--- config.mk ---
export PLATFORM = sky130hd
export DESIGN_NAME = ex_ctrl
export DESIGN_NICKNAME = d
export VERILOG_FILES = /design/src/rtl/ex_ctrl.sv
export SDC_FILE = /design/constraint.sdc
export NUM_CORES = 1
export LEC_CHECK = 0
export BUFFER_PORTS_ARGS = -buffer_cell sky130_fd_sc_hd__buf_2
export CAP_MARGIN = 40
export CORE_UTILIZATION = 48
export CTS_CLUSTER_DIAMETER = 60
export DETAILED_ROUTE_END_ITERATION = 12
export PLACE_DENSITY = 0.95
export SYNTH_ARGS = -nofsm -noshare
export SYNTH_HDL_FRONTEND = slang
export SYNTH_SLANG_ARGS = --single-unit
--- constraint.sdc ---
create_clock -name clk -period 3.5 [get_ports clk]
set_input_delay 0.7 -clock clk [delete_from_list [all_inputs] [get_ports clk]]
set_output_delay 0.7 -clock clk [all_outputs]
set_load 0.005 [all_outputs]
--- src/rtl/ex_ctrl.sv ---
// Execute-stage sequencing controller: turns ALU branch/exception results into
// redirect, flush/stall, trap handoff and sticky halt. Optional counters: CTRL_STATS_EN.
`ifndef TRAP_OVERFLOW
`define TRAP_OVERFLOW 8'h0C
`endif
`ifndef TRAP_STALL
`define TRAP_STALL 8'hFE
`endif

module ex_ctrl #(
  parameter int unsigned FLUSH_CYCLES = 2,
  parameter logic [31:0] TRAP_VECTOR  = 32'h80000180
) (
  input  logic        clk,
  input  logic        rst,
  input  logic        ex_valid,
  input  logic [31:0] ex_pc,
  input  logic        alu_br_enable,
  input  logic [31:0] alu_br_target,
  input  logic [7:0]  alu_exception,
  input  logic        trap_ack,
  output logic        pc_redirect,
  output logic [31:0] redirect_target,
  output logic        flush,
  output logic        stall,
  output logic        trap_valid,
  output logic [7:0]  trap_code,
  output logic [31:0] epc,
`ifdef CTRL_STATS_EN
  output logic [31:0] br_count,
  output logic [31:0] trap_count,
`endif
  output logic        halted
);

  localparam int CW = (FLUSH_CYCLES > 1) ? $clog2(FLUSH_CYCLES) : 1;
  localparam logic [CW-1:0] CNT_INIT = CW'(FLUSH_CYCLES - 1);

  typedef enum logic [1:0] {S_RUN, S_FLUSH, S_TRAP, S_HALT} state_e;

  state_e      state_q;
  logic [CW-1:0] cnt_q;
  logic        pc_redirect_q, flush_q, stall_q, trap_valid_q, halted_q;
  logic [31:0] redirect_target_q, epc_q;
  logic [7:0]  trap_code_q;
`ifdef CTRL_STATS_EN
  logic [31:0] br_cnt_q, trap_cnt_q;
`endif

  always_ff @(posedge clk) begin
    if (rst) begin
      state_q           <= S_RUN;
      cnt_q             <= '0;
      pc_redirect_q     <= 1'b0;
      redirect_target_q <= '0;
      flush_q           <= 1'b0;
      stall_q           <= 1'b0;
      trap_valid_q      <= 1'b0;
      trap_code_q       <= '0;
      epc_q             <= '0;
      halted_q          <= 1'b0;
`ifdef CTRL_STATS_EN
      br_cnt_q          <= '0;
      trap_cnt_q        <= '0;
`endif
    end else begin
      // Redirect is a single-cycle pulse; only the entry into FLUSH raises it.
      pc_redirect_q <= 1'b0;
      case (state_q)
        S_RUN: begin
          if (ex_valid) begin
            if (alu_exception == `TRAP_STALL) begin
              state_q  <= S_HALT;
              halted_q <= 1'b1;
              stall_q  <= 1'b1;
              flush_q  <= 1'b1;
            end else if (alu_exception != 8'd0) begin
              // Exceptions win over a same-cycle branch; unknown codes pass through.
              state_q      <= S_TRAP;
              trap_valid_q <= 1'b1;
              stall_q      <= 1'b1;
              trap_code_q  <= alu_exception;
              epc_q        <= ex_pc;
`ifdef CTRL_STATS_EN
              trap_cnt_q   <= trap_cnt_q + 32'd1;
`endif
            end else if (alu_br_enable) begin
              state_q           <= S_FLUSH;
              pc_redirect_q     <= 1'b1;
              redirect_target_q <= alu_br_target;
              flush_q           <= 1'b1;
              cnt_q             <= CNT_INIT;
`ifdef CTRL_STATS_EN
              br_cnt_q          <= br_cnt_q + 32'd1;
`endif
            end
          end
        end
        S_FLUSH: begin
          if (cnt_q != '0) begin
            cnt_q <= cnt_q - 1'b1;
          end else begin
            state_q <= S_RUN;
            flush_q <= 1'b0;
          end
        end
        S_TRAP: begin
          if (trap_ack) begin
            state_q           <= S_FLUSH;
            trap_valid_q      <= 1'b0;
            stall_q           <= 1'b0;
            pc_redirect_q     <= 1'b1;
            redirect_target_q <= TRAP_VECTOR;
            flush_q           <= 1'b1;
            cnt_q             <= CNT_INIT;
          end
        end
        S_HALT: ;
        default: state_q <= S_RUN;
      endcase
    end
  end

  assign pc_redirect     = pc_redirect_q;
  assign redirect_target = redirect_target_q;
  assign flush           = flush_q;
  assign stall           = stall_q;
  assign trap_valid      = trap_valid_q;
  assign trap_code       = trap_code_q;
  assign epc             = epc_q;
  assign halted          = halted_q;
`ifdef CTRL_STATS_EN
  assign br_count        = br_cnt_q;
  assign trap_count      = trap_cnt_q;
`endif

endmodule

Word level (Yosys, flattened, before mapping)
Index checks and enable logic that the tools add are counted.
- multiplexer cells: 38
- $add $sub $neg: 1
- bitwise operators: 1
- reduce and logical (&&, ||, !) cells: 12
- equality and inequality tests: 14
- operators by type and width (operator ; count):
    $mux W32 ; 5
    $pmux W32 S2 ; 1
    $mux W1 ; 20
    $reduce_and A6 Y1 ; 3
    $ne A2 B2 Y1 const B ; 7
    $mux W2 ; 6
    $reduce_and A5 Y1 ; 2
    $ne A3 B3 Y1 const B ; 3
    $eq A8 B8 Y1 const B ; 1
    $reduce_and A4 Y1 ; 2
    $reduce_bool A8 Y1 ; 1
    $pmux W1 S2 ; 3
    $pmux W1 S3 ; 2
    $pmux W2 S3 ; 1
    $ne A4 B4 Y1 const B ; 1
    $reduce_and A3 Y1 ; 1
    $reduce_bool A3 Y1 ; 1
    $eq A2 B1 Y1 const B ; 1
    $eq A2 B2 Y1 const B ; 1
    $logic_not A2 Y1 ; 1
    $reduce_bool A2 Y1 ; 1
    $not A1 Y1 ; 1
    $sub A1 B1 Y1 const B ; 1
- flip-flop bits (word level): 80
- word-level logic and storage cells: 76

Logic depth before layout (Yosys ltp)
- depth after elaboration: 5
- gate-level depth with buffers: 10

Least setup slack after synthesis
Ideal clock, no wire load.
- kind: input port to flip-flop
- start point: input port alu_exception[7]
- end point: register redirect_target_q[18], in the netlist redirect_target[18]
- data required time: 3383 ps
- setup time: 117 ps
- arrival: 1932 ps
- stages on the path: 7
- path slack: 1451 ps
- path through: nor4_2 -> nand3_2 -> nor2_1 -> nor3_1 -> buf_2 -> buf_2 -> a22o_1
- longest elaborated chain between the ends: 3
- elaborated cells between the ends (all ways): 5
- classes of those cells: eq/ne: 3; reduce/logical: 2
- RTL lines (item ; RTL line ; text):
    from (decl) ; 20 ; input logic [7:0] alu_exception,
    $eq A8 B8 Y1 (no source line) / $reduce_bool A8 Y1 (equally long branches) ; n/a ;
    $ne A2 B2 Y1 (no source line) ; n/a ;
    $reduce_and A6 Y1 (no source line) (*) ; n/a ;
    to (signal assigned) ; 90 ; redirect_target_q <= alu_br_target;
    to (decl) ; 44 ; logic [31:0] redirect_target_q, epc_q;
Mark *: on every way between the ends. The rest lies on a longest branch, timed or not.
A chain may end at the register's enable or synchronous reset.

Worst setup path after layout
- start point: input port alu_exception[6]
- end point: register trap_code_q[4], in the netlist trap_code[4]
- longest elaborated chain between the ends: 3
- elaborated cells between the ends (all ways): 4
- classes of those cells: eq/ne: 1; bitwise: 1; reduce/logical: 2
- RTL lines (item ; RTL line ; text):
    $eq A8 B8 Y1 (no source line) ; n/a ;
    $not A1 Y1 (no source line) ; n/a ;
    $reduce_and A4 Y1 (no source line) (*) ; n/a ;
    to (signal assigned) ; 82 ; trap_code_q <= alu_exception;
    to (decl) ; 45 ; logic [7:0] trap_code_q;
Marks and branches as above.

==> results_dict.tcl <==
set metrics [dict create \
    outcome "finished clean" \
    drv_slew 0 \
    holdBufCountCts 0 \
    holdCritStartpoint "trap_code[0]$_SDFFE_PP0P_" \
    reg2regPathDepth 7 \
    irDropWorstVdd_mv 0.430 \
    yosys_warnings 0 \
    final_core_util_pct 69.2 \
    grt_pass1_vias 2604 \
    skew_ns 0.00985 \
    numPortBuffers 153 \
    cts_buffer_depth 2 \
    netlist_area_um2 2870 \
    yosysUniqueCellTypes 37 \
    finalSetupViolCount 0 \
    drive_above_1_share_pct 38.6 \
    drt_pass1_iterations 4 \
    worst_setup_path_start_kind "input port" \
    p_int_w 0.00172 \
    fp.dieArea_um2 6300 \
    power.density_nw_per_um2 637 \
    core_um2 5640 \
    fmaxAchievable_mhz 434 \
    dpl.cell_count 522 \
    startpoint "alu_exception[6]" \
    dp_hpwl_mm 5.01 \
    rr_startpoint "state_q[0]$_SDFFE_PP0P_" \
    dominantRegCellSynth "dfxtp_1" \
    switching_share_pct 30.8 \
    syn_nets 395 \
    ys_seq_area_share_pct 55.8 \
    cts_tree "built" \
    cts.sink_count 80 \
    synth_top_area_share_pct 55.8 \
    cts_resized 0 \
    report.final.hold_viol_count 0 \
    async_flop_share_pct 0 \
    netSwitchingPower_w 0.000766 \
    drv_cap 0 \
    drc 0 \
    start_util_pct 50.9 \
    ios 154 \
    fin_nets 542 \
    yosys.area.top_type "dfxtp_1" \
    synth-edff-count 0 \
    grt_max_degree 53 \
    clk_root_buffer_cell "clkbuf_8" \
    htree_num_levels 3 \
    pwr-share-seq_pct 44.1 \
    die_w_um 79.3 \
    drt_iter0_drc 109 \
    grt_util_all_layers_pct 22.1 \
    syn_to_final_growth_pct 36.0 \
    fin_crit_sh_pct 65.9 \
    wl_per_cell_um 12.9 \
    numCtsBuffers 9 \
    postRouteAntennaNets 0 \
    synth_common_cells "85 x nand2_1, 80 x dfxtp_1, 43 x a21oi_1, 29 x a22o_1, 11 x nor2_1" \
    clkTransAtPathRegs_ns 0.08 \
    gp_congestion 0.792 \
    hp-class "flip-flop to flip-flop" \
    synth_seq_cells 80 \
    crit_arrival_ns 2.57 \
    worst_pin_slew_ns 0.576 \
    antenna_found_initial 0 \
    via_count 2725 \
    layout_min_cycle_time_ns 2.31 \
    yosysMostFrequentCell "nand2_1" \
    clkPwrFrac_pct 29.8 \
    grt-ovfl-total 0 \
    rows 27 \
    max_slew_margin_pct 61.1 \
    fin_cells 538 \
    avgSynthCellArea_um2 9.14 \
    grt_pass1_wl_mm 10.8 \
    worstPathMaxFanout 30 \
    worstSetupPathType "input port to flip-flop" \
    synth_cells 314 \
    tns_ns 0 \
    rsz0062_at_grt "no" \
    via_per_inst 5.07 \
    insertion_delay_ns 0.34 \
    die_h_um 79.3 \
    holdPathStages 2 \
    synthTopCellsByArea "dfxtp_1 56%, nand2_1 11%, a22o_1 8.8%" \
    pwr-share-comb_pct 26.0 \
    drt_wl_total_mm 6.92 \
    postCtsSetupBuffers 0 \
    timing.hold.ws_ns 0.453 \
    p_leak_nw 1.90 \
    cp-end-kind "flip-flop" \
    diodes 0 \
    cp.required_ns 3.77 \
]
[registers in the layout, indices dropped and copies added, names as in the netlist]
| name | flops |
|---|---|
| epc | 32 |
| redirect_target | 32 |
| trap_code | 8 |
| state_q | 2 |
| cnt_q | 1 |
| flush | 1 |
| halted | 1 |
| pc_redirect | 1 |
| stall | 1 |
| trap_valid | 1 |
[metal layers]
| layer | wire length (um) | GRT usage (%) | vias to the layer above |
|---|---|---|---|
| li1 | - | - | 1380 |
| met1 | 2930 | 24.1 | 1236 |
| met2 | 3450 | 39.1 | 97 |
| met3 | 425 | 6.21 | 12 |
| met4 | 109 | 11.3 | 0 |
| met5 | 0 | 0 | - |
[critical path, cell delays in order]
cell     delay [ns]
buf_2          0.11
nand4_1        0.14
nor4b_1        0.56
or3_1          0.43
buf_4          0.36
nand2_1        0.10
a21oi_1        0.16
[stage by stage]
step	instance area (um^2)	total power, W	setup slack [ns]
2_1_floorplan	2870	0.00153	1.45
3_3_place_gp	3680	0.00174	0.941
3_5_place_dp	3680	0.00176	0.838
4_1_cts	3910	0.00250	1.20
5_1_grt	3910	0.00263	1.02
6_report	3910	0.00249	1.19
[final cells by class]
class,count,area [um^2]
flip-flops and latches,80,1600
well taps,72,90.1
inverters,3,11.3
multi-input cells,209,1180
repair buffers,158,803
fillers,452,1740
clock inverters,6,82.6
clock buffers,10,138
[cell families after synthesis]
group,after synthesis,share of synthesized area [%]
fa+ha+maj,4,1.74
buf+inv,25,3.83
compound gates,88,20.4
simple gates,116,17.9
mux,1,0.349
flops,80,55.8
[cells in the final DEF, fill, tap and decap left out, types with 2 or more instances in the layout]
cell and count:
or3_1 4, o22ai_1 4, nor2b_1 3, buf_4 5, ha_1 4, nor3_2 2
nor4_2 2, a211oi_1 2, inv_1 3, buf_2 153, a21oi_1 43, nor2_1 11
clkbuf_8 10, clkinv_2 3, dfxtp_1 80, bufinv_16 2, nand2_1 85, a22o_1 29
[final timing paths]
check / endpoint / slack [ns]
max: trap_code[4]$_SDFFE_PP0P_ / 1.19
min: trap_code[0]$_SDFFE_PP0P_ / 0.45
max reg2reg: trap_code[4]$_SDFFE_PP0P_ / 1.26
min reg2reg: trap_code[0]$_SDFFE_PP0P_ / 0.45
[power groups by stage]
stage / Combinational (W) / Clock (W) / Sequential (W)
6_report: 0.000648 / 0.000742 / 0.00110
5_1_grt: 0.000727 / 0.000797 / 0.00111
4_1_cts: 0.000649 / 0.000756 / 0.00110
3_5_place_dp: 0.000645 / 0 / 0.00112
3_3_place_gp: 0.000623 / 0 / 0.00111
2_1_floorplan: 0.000404 / 0 / 0.00112
(Power assumes the default switching activity.)
